## src/rtl/cordic_pkg.sv

```systemverilog
// rtl/cordic_pkg.sv - shared CORDIC widths, frame length helper and serializer state encoding
package cordic_pkg;

  localparam int MAG_W_DEF   = 16;
  localparam int PHASE_W_DEF = 32;

  typedef enum logic [1:0] {
    IDLE = 2'd0,
    SEND = 2'd1,
    CHK  = 2'd2
  } ser_state_t;

  function automatic int nbytes(input int mag_w, input int phase_w);
    return mag_w / 8 + phase_w / 8;
  endfunction

endpackage

```

## src/rtl/cordic_result_serializer_if.sv

```systemverilog
// rtl/cordic_result_serializer_if.sv - result input port and byte output port of the serializer
interface cordic_result_serializer_if #(
  parameter int MAG_W   = 16,
  parameter int PHASE_W = 32
);
  logic               res_valid;
  logic               res_ready;
  logic [MAG_W-1:0]   res_mag;
  logic [PHASE_W-1:0] res_phase;
  logic [7:0]         out_data;
  logic               out_valid;
  logic               out_ready;
  logic               out_last;
  logic               busy;

  modport master (
    output res_valid, res_mag, res_phase, out_ready,
    input  res_ready, out_data, out_valid, out_last, busy
  );

  modport slave (
    input  res_valid, res_mag, res_phase, out_ready,
    output res_ready, out_data, out_valid, out_last, busy
  );
endinterface

```

## src/rtl/cordic_result_fifo.sv

```systemverilog
// rtl/cordic_result_fifo.sv - parameterised synchronous circular FIFO with full/empty/count
module cordic_result_fifo #(
  parameter int WIDTH = 48,
  parameter int DEPTH = 2,
  localparam int AW = (DEPTH > 1) ? $clog2(DEPTH) : 1,
  localparam int CW = $clog2(DEPTH + 1)
) (
  input  logic             clk,
  input  logic             rst,
  input  logic             push,
  input  logic [WIDTH-1:0] din,
  input  logic             pop,
  output logic [WIDTH-1:0] dout,
  output logic             full,
  output logic             empty,
  output logic [CW-1:0]    count
);

  logic [WIDTH-1:0] mem [DEPTH];
  logic [AW-1:0]    wr_ptr;
  logic [AW-1:0]    rd_ptr;
  logic             do_push;
  logic             do_pop;

  function automatic logic [AW-1:0] wrap_inc(input logic [AW-1:0] p);
    return (p == AW'(DEPTH - 1)) ? '0 : p + 1'b1;
  endfunction

  // A pop on the same edge frees the head slot, so a push at full is legal then.
  assign do_pop  = pop && !empty;
  assign do_push = push && (!full || do_pop);
  assign dout    = mem[rd_ptr];
  assign full    = (count == CW'(DEPTH));
  assign empty   = (count == '0);

  always_ff @(posedge clk) begin
    if (rst) begin
      wr_ptr <= '0;
      rd_ptr <= '0;
      count  <= '0;
    end else begin
      if (do_push) begin
        mem[wr_ptr] <= din;
        wr_ptr      <= wrap_inc(wr_ptr);
      end
      if (do_pop) begin
        rd_ptr <= wrap_inc(rd_ptr);
      end
      case ({do_push, do_pop})
        2'b10:   count <= count + 1'b1;
        2'b01:   count <= count - 1'b1;
        default: ;
      endcase
    end
  end

endmodule

```

## src/rtl/cordic_result_serializer.sv

```systemverilog
// rtl/cordic_result_serializer.sv - buffers {mag, phase} results and streams them LSB byte first; CORDIC_SER_CHECKSUM_EN adds an XOR trailer byte
module cordic_result_serializer
  import cordic_pkg::*;
#(
  parameter int MAG_W      = MAG_W_DEF,
  parameter int PHASE_W    = PHASE_W_DEF,
  parameter int FIFO_DEPTH = 2
) (
  input logic                  clk,
  input logic                  rst,
  cordic_result_serializer_if.slave bus
);

  localparam int         DW       = MAG_W + PHASE_W;
  localparam int         NBYTES   = nbytes(MAG_W, PHASE_W);
  localparam int         CW       = $clog2(FIFO_DEPTH + 1);
  localparam logic [7:0] LAST_IDX = 8'(NBYTES - 1);
`ifdef CORDIC_SER_CHECKSUM_EN
  localparam bit LAST_ON_DATA = 1'b0;
`else
  localparam bit LAST_ON_DATA = 1'b1;
`endif

  logic [DW-1:0] fifo_dout;
  logic          fifo_full;
  logic          fifo_empty;
  logic [CW-1:0] fifo_count;
  logic          push;
  logic          pop;
  logic          hs;
  logic          frame_end;

  ser_state_t    state;
  logic [DW-1:0] shreg;
  logic [7:0]    idx;
  logic [7:0]    out_data_r;
  logic          out_valid_r;
  logic          out_last_r;
`ifdef CORDIC_SER_CHECKSUM_EN
  logic [7:0]    chk;
`endif

  assign bus.res_ready = !fifo_full && !rst;
  assign bus.out_data  = out_data_r;
  assign bus.out_valid = out_valid_r;
  assign bus.out_last  = out_last_r;
  assign bus.busy      = (fifo_count != '0) || (state != IDLE);

  assign push = bus.res_valid && bus.res_ready;
  assign hs   = out_valid_r && bus.out_ready;

  always_comb begin
    frame_end = 1'b0;
`ifdef CORDIC_SER_CHECKSUM_EN
    frame_end = (state == CHK);
`else
    frame_end = (state == SEND) && (idx == LAST_IDX);
`endif
    // Loading straight from the final handshake avoids an idle bubble between frames.
    pop = !fifo_empty && ((state == IDLE) || (hs && frame_end));
  end

  cordic_result_fifo #(
    .WIDTH (DW),
    .DEPTH (FIFO_DEPTH)
  ) u_fifo (
    .clk   (clk),
    .rst   (rst),
    .push  (push),
    .din   ({bus.res_phase, bus.res_mag}),
    .pop   (pop),
    .dout  (fifo_dout),
    .full  (fifo_full),
    .empty (fifo_empty),
    .count (fifo_count)
  );

  always_ff @(posedge clk) begin
    if (rst) begin
      state       <= IDLE;
      shreg       <= '0;
      idx         <= '0;
      out_data_r  <= '0;
      out_valid_r <= 1'b0;
      out_last_r  <= 1'b0;
`ifdef CORDIC_SER_CHECKSUM_EN
      chk         <= '0;
`endif
    end else if (pop) begin
      state       <= SEND;
      shreg       <= fifo_dout;
      idx         <= '0;
      out_data_r  <= fifo_dout[7:0];
      out_valid_r <= 1'b1;
      out_last_r  <= 1'b0;
`ifdef CORDIC_SER_CHECKSUM_EN
      chk         <= fifo_dout[7:0];
`endif
    end else if (hs) begin
      case (state)
        SEND: begin
          if (idx == LAST_IDX) begin
`ifdef CORDIC_SER_CHECKSUM_EN
            state       <= CHK;
            out_data_r  <= chk;
            out_last_r  <= 1'b1;
`else
            state       <= IDLE;
            out_valid_r <= 1'b0;
            out_last_r  <= 1'b0;
            out_data_r  <= '0;
`endif
          end else begin
            shreg      <= shreg >> 8;
            idx        <= idx + 8'd1;
            out_data_r <= shreg[15:8];
            out_last_r <= LAST_ON_DATA && (idx == LAST_IDX - 8'd1);
`ifdef CORDIC_SER_CHECKSUM_EN
            chk        <= chk ^ shreg[15:8];
`endif
          end
        end
        CHK: begin
          state       <= IDLE;
          out_valid_r <= 1'b0;
          out_last_r  <= 1'b0;
          out_data_r  <= '0;
        end
        default: ;
      endcase
    end
  end

endmodule
```

## src/flat_wrapper.sv

```systemverilog
// flat-port wrapper written by rule: the top's interface ports become plain ports
module cordic_result_serializer_flat import cordic_pkg::*;
#(
  parameter int MAG_W      = MAG_W_DEF,
  parameter int PHASE_W    = PHASE_W_DEF,
  parameter int FIFO_DEPTH = 2
)
  (clk, rst, bus_res_valid, bus_res_mag, bus_res_phase, bus_out_ready, bus_res_ready, bus_out_data, bus_out_valid, bus_out_last, bus_busy);
  cordic_result_serializer_if #(.MAG_W(MAG_W), .PHASE_W(PHASE_W)) bus_i ();
  input logic clk;
  input logic rst;
  input wire logic [$bits(bus_i.res_valid)-1:0] bus_res_valid;
  input wire logic [$bits(bus_i.res_mag)-1:0] bus_res_mag;
  input wire logic [$bits(bus_i.res_phase)-1:0] bus_res_phase;
  input wire logic [$bits(bus_i.out_ready)-1:0] bus_out_ready;
  output wire logic [$bits(bus_i.res_ready)-1:0] bus_res_ready;
  output wire logic [$bits(bus_i.out_data)-1:0] bus_out_data;
  output wire logic [$bits(bus_i.out_valid)-1:0] bus_out_valid;
  output wire logic [$bits(bus_i.out_last)-1:0] bus_out_last;
  output wire logic [$bits(bus_i.busy)-1:0] bus_busy;
  assign bus_i.res_valid = bus_res_valid;
  assign bus_i.res_mag = bus_res_mag;
  assign bus_i.res_phase = bus_res_phase;
  assign bus_i.out_ready = bus_out_ready;
  assign bus_res_ready = bus_i.res_ready;
  assign bus_out_data = bus_i.out_data;
  assign bus_out_valid = bus_i.out_valid;
  assign bus_out_last = bus_i.out_last;
  assign bus_busy = bus_i.busy;
  cordic_result_serializer #(.MAG_W(MAG_W), .PHASE_W(PHASE_W), .FIFO_DEPTH(FIFO_DEPTH)) u_core (.clk(clk), .rst(rst), .bus(bus_i));
endmodule
```

## config.mk

```make
export PLATFORM = sky130hd
export DESIGN_NAME = cordic_result_serializer_flat
export DESIGN_NICKNAME = d
export VERILOG_FILES = /design/src/rtl/cordic_pkg.sv /design/src/rtl/cordic_result_serializer_if.sv /design/src/rtl/cordic_result_fifo.sv /design/src/rtl/cordic_result_serializer.sv /design/src/flat_wrapper.sv
export SDC_FILE = /design/constraint.sdc
export NUM_CORES = 1
export LEC_CHECK = 0
export ABC_CLOCK_PERIOD_IN_PS = 2900
export CORE_MARGIN = 2
export CORE_UTILIZATION = 51
export DETAILED_ROUTE_END_ITERATION = 8
export PLACE_DENSITY_LB_ADDON = 0.1
export SETUP_SLACK_MARGIN = 0.3
export SYNTH_ARGS = -nofsm -noshare
export SYNTH_HDL_FRONTEND = slang
export SYNTH_SLANG_ARGS = --single-unit
```

## constraint.sdc

```tcl
create_clock -name clk -period 2.9 [get_ports clk]
set_input_delay 0.29 -clock clk [delete_from_list [all_inputs] [get_ports clk]]
set_output_delay 0.29 -clock clk [all_outputs]
set_load 0.02 [all_outputs]
```

Yosys cells after proc, flatten, opt, wreduce, memory -nomap -nowiden:

Memory sizes are Yosys's and may differ from the RTL's. A register that Yosys moved wholly into a read port is not among the register bits.
Cells that the tools add are included.

* bits in registers: 72
* bits in writable memories: 96
* input bits: 52
* output and inout port bits: 12
* word-level logic and storage cells: 83
* memories kept: 1

* add/sub/neg operators: 5
* eq/ne operators: 10
* mux-type cells: 26
* bitwise gates (word level): 1
* reduce and logical (&&, ||, !) cells: 30

Memory list
* u_core.u_fifo.mem: words 2, bits a word 48, rd ports 1, clocked after Yosys merged registers in 1, write ports 1, RTL line cordic_result_fifo.sv:19 `logic [WIDTH-1:0] mem [DEPTH];`

Operators with widths (count)
* 2-to-1 mux 48 bit: 4
* 2-to-1 mux 8 bit: 3
* equality test 8 x 3 -> 1 bit, second input constant: 2
* one-hot mux 8 bit (2 select lines): 1
* 2-to-1 mux 1 bit: 13
* AND reduction 3 bit: 4
* nonzero test 2 bit: 6
* adder 8 x 1 -> 8 bit, second input constant: 1
* logical AND 1 bit: 8
* one-hot mux 2 bit (2 select lines): 2
* equality test 2 bit, second input constant: 3
* equality test 2 x 1 -> 1 bit, second input constant: 2
* logical NOT 2 bit: 2
* inequality test 2 bit, second input constant: 2
* one-hot mux 1 bit (2 select lines): 2
* AND reduction 2 bit: 2
* logical NOT 1 bit: 3
* logical OR 1 bit: 3
* inequality test 3 bit, second input constant: 1
* nonzero test 3 bit: 1
* adder 1 bit, second input constant: 2
* adder 2 x 1 -> 2 bit, second input constant: 1
* 2-to-1 mux 2 bit: 1
* OR reduction 2 bit: 1
* 2 further kinds: 2

Logic depth before layout (Yosys ltp):

* word-level depth: 11
* mapped depth: 9
* depth with buffers taken out: 9

By module:

A second synthesis with hierarchy kept.

* cell total of the unflattened synthesis: 488
* area, all modules: 6362.4 µm²

By module, submodules not included
* cordic_result_fifo: instances 1, cells each 179, area each 3723.6 µm², seq. area each 2982.9 µm²
* cordic_result_serializer: instances 1, cells each 309, area each 2638.8 µm², seq. area each 1161.1 µm²

Worst setup path before layout:

Ideal clock, no wire load.

* path type: flip-flop to flip-flop
* from: reg u_core.u_fifo.count[0]
* to: mem u_core.u_fifo.mem[0][0], enable pin
* setup time: 0.454 ns
* arrival time: 2.688 ns
* data required time: 2.446 ns
* path slack: -0.241 ns
* cell stages (with the launch flop): 4
* buffers on the path: 1
* period minus slack after synthesis: 3.141 ns
* path through: dfxtp_1 buf_2 o211ai_1 nor2_1

* cells in the longest elaborated chain, start to end: 9
* elaborated cells on any way between the ends: 13
* those cells by class: eq/ne (1); mux (3); reduce/logical (9)

Ends and longest elaborated chain
* start, declared: RTL line cordic_result_fifo.sv:16 `output logic [CW-1:0] count`
* start signal, assigned: RTL line cordic_result_fifo.sv:50 `2'b10: count <= count + 1'b1;`
* start signal, assigned: RTL line cordic_result_fifo.sv:51 `2'b01: count <= count - 1'b1;`
* logical NOT 2 bit: RTL line cordic_result_fifo.sv:34 `assign empty = (count == '0);`
* logical NOT 1 bit: RTL line cordic_result_fifo.sv:30, cordic_result_serializer.sv:60
* logical AND 1 bit: RTL line cordic_result_serializer.sv:60 `pop = !fifo_empty && ((state == IDLE) || (hs && frame_end));`
* logical AND 1 bit: RTL line cordic_result_fifo.sv:30 `assign do_pop = pop && !empty;`
* logical OR 1 bit: RTL line cordic_result_fifo.sv:31 `assign do_push = push && (!full || do_pop);`
* logical AND 1 bit *: RTL line cordic_result_fifo.sv:31
* 2-to-1 mux 1 bit *: RTL line cordic_result_fifo.sv:42 `if (do_push) begin`
* 2-to-1 mux 1 bit *: RTL line cordic_result_fifo.sv:37 `if (rst) begin`
* 2-to-1 mux 1 bit (implied by the code) *: RTL line cordic_result_fifo.sv:43 `mem[wr_ptr] <= din;`
* end, declared: RTL line cordic_result_fifo.sv:19

Every way passes the cells marked *; elsewhere a longest branch is shown, timed or not.

Final worst setup path:

* from: reg u_core.idx[1]
* to: reg u_core.u_fifo.count[1]

* cells in the longest elaborated chain, start to end: 10
* elaborated cells on any way between the ends: 12
* those cells by class: eq/ne (3); mux (1); reduce/logical (8)

Ends and longest elaborated chain
* start, declared: RTL line cordic_result_serializer.sv:35 `logic [7:0] idx;`
* start signal, assigned: RTL line cordic_result_serializer.sv:115 `idx <= idx + 8'd1;`
* equality test 8 x 3 -> 1 bit *: RTL line cordic_result_serializer.sv:57 `frame_end = (state == SEND) && (idx == LAST_IDX);`
* logical AND 1 bit *: RTL line cordic_result_serializer.sv:57
* logical AND 1 bit *: RTL line cordic_result_serializer.sv:60
* logical OR 1 bit *: RTL line cordic_result_serializer.sv:60
* logical AND 1 bit *: RTL line cordic_result_serializer.sv:60
* logical AND 1 bit *: RTL line cordic_result_fifo.sv:30
* net u_core.u_fifo.do_pop: RTL line cordic_result_fifo.sv:23 `logic do_pop;`
* logical OR 1 bit: RTL line cordic_result_fifo.sv:31
* logical AND 1 bit: RTL line cordic_result_fifo.sv:31
* equality test 2 x 1 -> 1 bit or equality test 2 bit (tied branches): RTL line cordic_result_fifo.sv:49 `case ({do_push, do_pop})`
* one-hot mux 2 bit (2 select lines) or nonzero test 2 bit (tied branches)

The timed path passes the listed nets; every way through them passes the cells marked *.
A chain may end at the register's enable or synchronous reset.

==> summary.md <==
| Metric | Value |
|---|---|
| Max VDD drop | `0.0006309 V` |
| Std cell rows | `41` |
| CTS max path bufs | `2` |
| DR WL met3 | `822 µm` |
| Post-cts sizing count | `0` |
| Relative slew slack | `53.74%` |
| Mapped Nets | `590` |
| Setup ws final | `0.4754 ns` |
| Syn Std Cell Area | `0.006550 mm²` |
| #FFs+latches synth | `159` |
| CTS Hold Buffers Added | `0` |
| Slew @ Worst Pin | `0.6909 ns` |
| Fmax | `0.4124 GHz` |
| Metal-1 WL | `6.116 mm` |
| Synth Area in XOR/XNOR | `1.070%` |
| Met2 wire length | `6.723 mm` |
| Fin crit period | `2.425 ns` |
| Top delay family on crit path | `simple AND/OR/NAND/NOR gates` |
| Setup bufs post-CTS | `0` |
| Pre-CTS setup slack | `0.5203 ns` |
| Post-detailed-routing wire length | `13.85 mm` |
| Post-synth cell types | `44` |
| Layout Nets | `643` |
| CP max stage delay | `0.49 ns` |
| Final hold slack | `0.4537 ns` |
| Initial Util | `52.12%` |
| First-pass GRT wire length | `22.69 mm` |
| Mean routed wirelength per cell | `17.94 µm` |
| Power Dens Cells | `913.8 mW/mm²` |
| Main synth FF type | `edfxtp_1` |
| Most frequent cells in the layout | `edfxtp_1, clkdlybuf4s50_1, dfxtp_1, nor2_1, mux2i_1` |
| Via count | `4573` |
| CP Launch Type | `flop` |
| CTS root buf | `clkbuf_16` |
| Core footprint | `0.01257 mm²` |
| Post-route DRC | `0` |
| First drt pass iteration count | `5` |
| Largest family of logic cells by synthesized area | `compound AO/OA/AOI/OAI gates` |
| Status | `finished clean` |
| DR iter-0 viols | `467` |
| Critical path, cell by cell | `inv_1 > ha_1 > or3b_1 > o31ai_2 > and2_1 > ha_1 > or3_1 > a21oi_1` |
| Layout area overhead | `20.76%` |
| CP endpoint kind | `flop` |
| Slowest CP cell | `or3b_1` |
| Mean post-synth cell area | `12.27 µm²` |
| Total negative slack | `0 ns` |
| Synth async-reset ratio | `0%` |
| Maxcap violations | `0` |
| Die Y-Extent | `117.3 µm` |
| Commonest non-fill, non-tap cell in the layout | `edfxtp_1` |
| Crit path buf inv count | `1` |
| Final Cycle Share | `83.61%` |
| Most frequent CP cell | `ha_1` |
| Tot GR Track Use | `20.94%` |
| Fill cell count | `993` |
| Final Instance Count excl. Fillers | `772` |
| Post-synthesis mux area share | `7.832%` |
| Layout cell share with drive strength beyond 1 | `10.83%` |
| ANT cells | `0` |
| Post-Place Cells | `740` |
| Required time of the critical path | `3.24 ns` |
| ANT nets after route | `0` |
| Die W | `117.3 µm` |
| Synth warn | `0` |
| Clock sinks | `159` |
| Vias in the first global route | `4421` |
| Initial antenna violation count | `0` |
| Sequential share of the synthesized area | `63.27%` |
| IO Pins | `64` |
| CTS tree | `built` |
| Clock skew | `0.007520 ns` |
| GRT Residual Overflow | `0` |
| Arrival time at the worst endpoint | `2.76 ns` |
| H-tree levels | `4` |
| Crit Path Max Fanout | `7` |
| Number of synthesized flops with an enable pin | `96` |
| Adder-Cell Fraction of Synth Area | `0.7641%` |
| Crit Path Class | `reg2reg` |
| Cells after synthesis | `534` |
| Routed vias/inst | `5.924` |
| CTS buffer count | `17` |
| Worst-path clk slew | `0.06 ns` |
| Simple-gate area share of the yosys netlist | `9.054%` |
| Worst skew pair latency | `0.42 ns` |
| Die area | `0.01377 mm²` |
| Hold Path Class | `in2reg` |
| PortBufs | `63` |
| Largest net degree at the start of global routing | `48` |
| Final Wtd Congestion | `0.7683` |
| Fin. Hold Viols | `0` |
| Uppermost layer routed | `met4` |
| HPWL Detailed | `8.712 mm` |
| Pins Over Slew Limit | `0` |
| Final Util | `62.94%` |
| Setup-failing EPs final | `0` |
| Compound-gate portion of the synthesized area | `14.06%` |
| Leakage Power | `0.002528 µW` |
| Unrepaired setup endpoints after global routing | `false` |
==> power by group <==
group | total, µW | internal [µW] | switching [µW]
logic | 2040 | 795 | 1240
registers | 3000 | 2790 | 211
clock network | 2190 | 1350 | 841
total | 7230 | 4930 | 2300
==> state kept, by name (all words and copies together) (netlist names), named ones only <==
register	count
u_core.u_fifo.mem	96
u_core.shreg	40
u_core.bus.out_data	8
u_core.idx	8
u_core.u_fifo.count	2
u_core.bus.out_last	1
u_core.state	1
u_core.u_fifo.rd_ptr	1
u_core.u_fifo.wr_ptr	1
==> cell type report <==
type / count / area (µm²) / area share [%]
Clock inverter: 10 / 136.4 / 1.724
Inverter: 8 / 30.03 / 0.3796
Tap cell: 172 / 215.2 / 2.721
Sequential cell: 159 / 4145 / 52.40
Clock buffer: 22 / 444.2 / 5.615
Multi-Input combinational cell: 320 / 2173 / 27.48
Timing Repair Buffer: 81 / 765.7 / 9.680
==> Yosys cell counts, types with 2 or more instances <==
cell | count | area (µm²)
ha_1 | 4 | 50.05
nor2_1 | 51 | 191.4
o2bb2ai_1 | 8 | 70.07
a31oi_1 | 8 | 50.05
buf_6 | 4 | 45.04
o211ai_1 | 4 | 30.03
edfxtp_1 | 96 | 2883
nand2_1 | 5 | 18.77
a311oi_1 | 32 | 280.3
o21ai_0 | 35 | 175.2
buf_2 | 11 | 55.05
and2_1 | 2 | 12.51
xor2_1 | 4 | 35.03
mux2i_1 | 40 | 400.4
clkbuf_1 | 29 | 108.9
and3_1 | 2 | 12.51
inv_1 | 8 | 30.03
or3_1 | 4 | 25.02
nor4_1 | 33 | 206.5
dfxtp_1 | 63 | 1261
a21oi_1 | 38 | 190.2
a211oi_1 | 8 | 60.06
o21ai_1 | 3 | 15.01
mux2_2 | 10 | 112.6
o21a_1 | 2 | 15.01
nand3_1 | 9 | 45.04
xnor2_1 | 4 | 35.03
==> logic make-up after synthesis <==
kind of cell / Yosys count
flip-flops: 159
AND/OR/NAND/NOR: 116
multiplexers: 50
buffers and inverters: 55
XOR/XNOR: 8
adder cells (fa/ha/maj): 4
AO/OA/AOI/OAI: 142
==> layer usage <==
layer  vias up  GRT usage [%]
li1       2158              -
met1      2241          28.71
met2       159          32.71
met3        15          6.031
met4         0          5.949
met5         -              0
==> per-stage QoR <==
step | total power [µW] | cell area, µm²
finish | 7228 | 7910
global route | 7607 | 7910
CTS | 7261 | 7910
detailed placement | 5069 | 7330
global placement | 5027 | 7330
floorplan | 4375 | 6550
==> final timing paths <==
kind                                     from                                   to  slack (ns)  cells after the start
max                u_core.idx[1]$_SDFFE_PP0P_  u_core.u_fifo.count[1]$_SDFFE_PP0P_        0.48                      8
min                           bus_res_mag[12]   u_core.u_fifo.mem[1][12]$_DFFE_PP_        0.45                      1
max reg2reg        u_core.idx[1]$_SDFFE_PP0P_  u_core.u_fifo.count[1]$_SDFFE_PP0P_        0.48                      8
min reg2reg  u_core.bus.out_last$_SDFFE_PP0P_     u_core.bus.out_last$_SDFFE_PP0P_        0.46                      2
No activity file was read; power rests on OpenSTA's default activity.
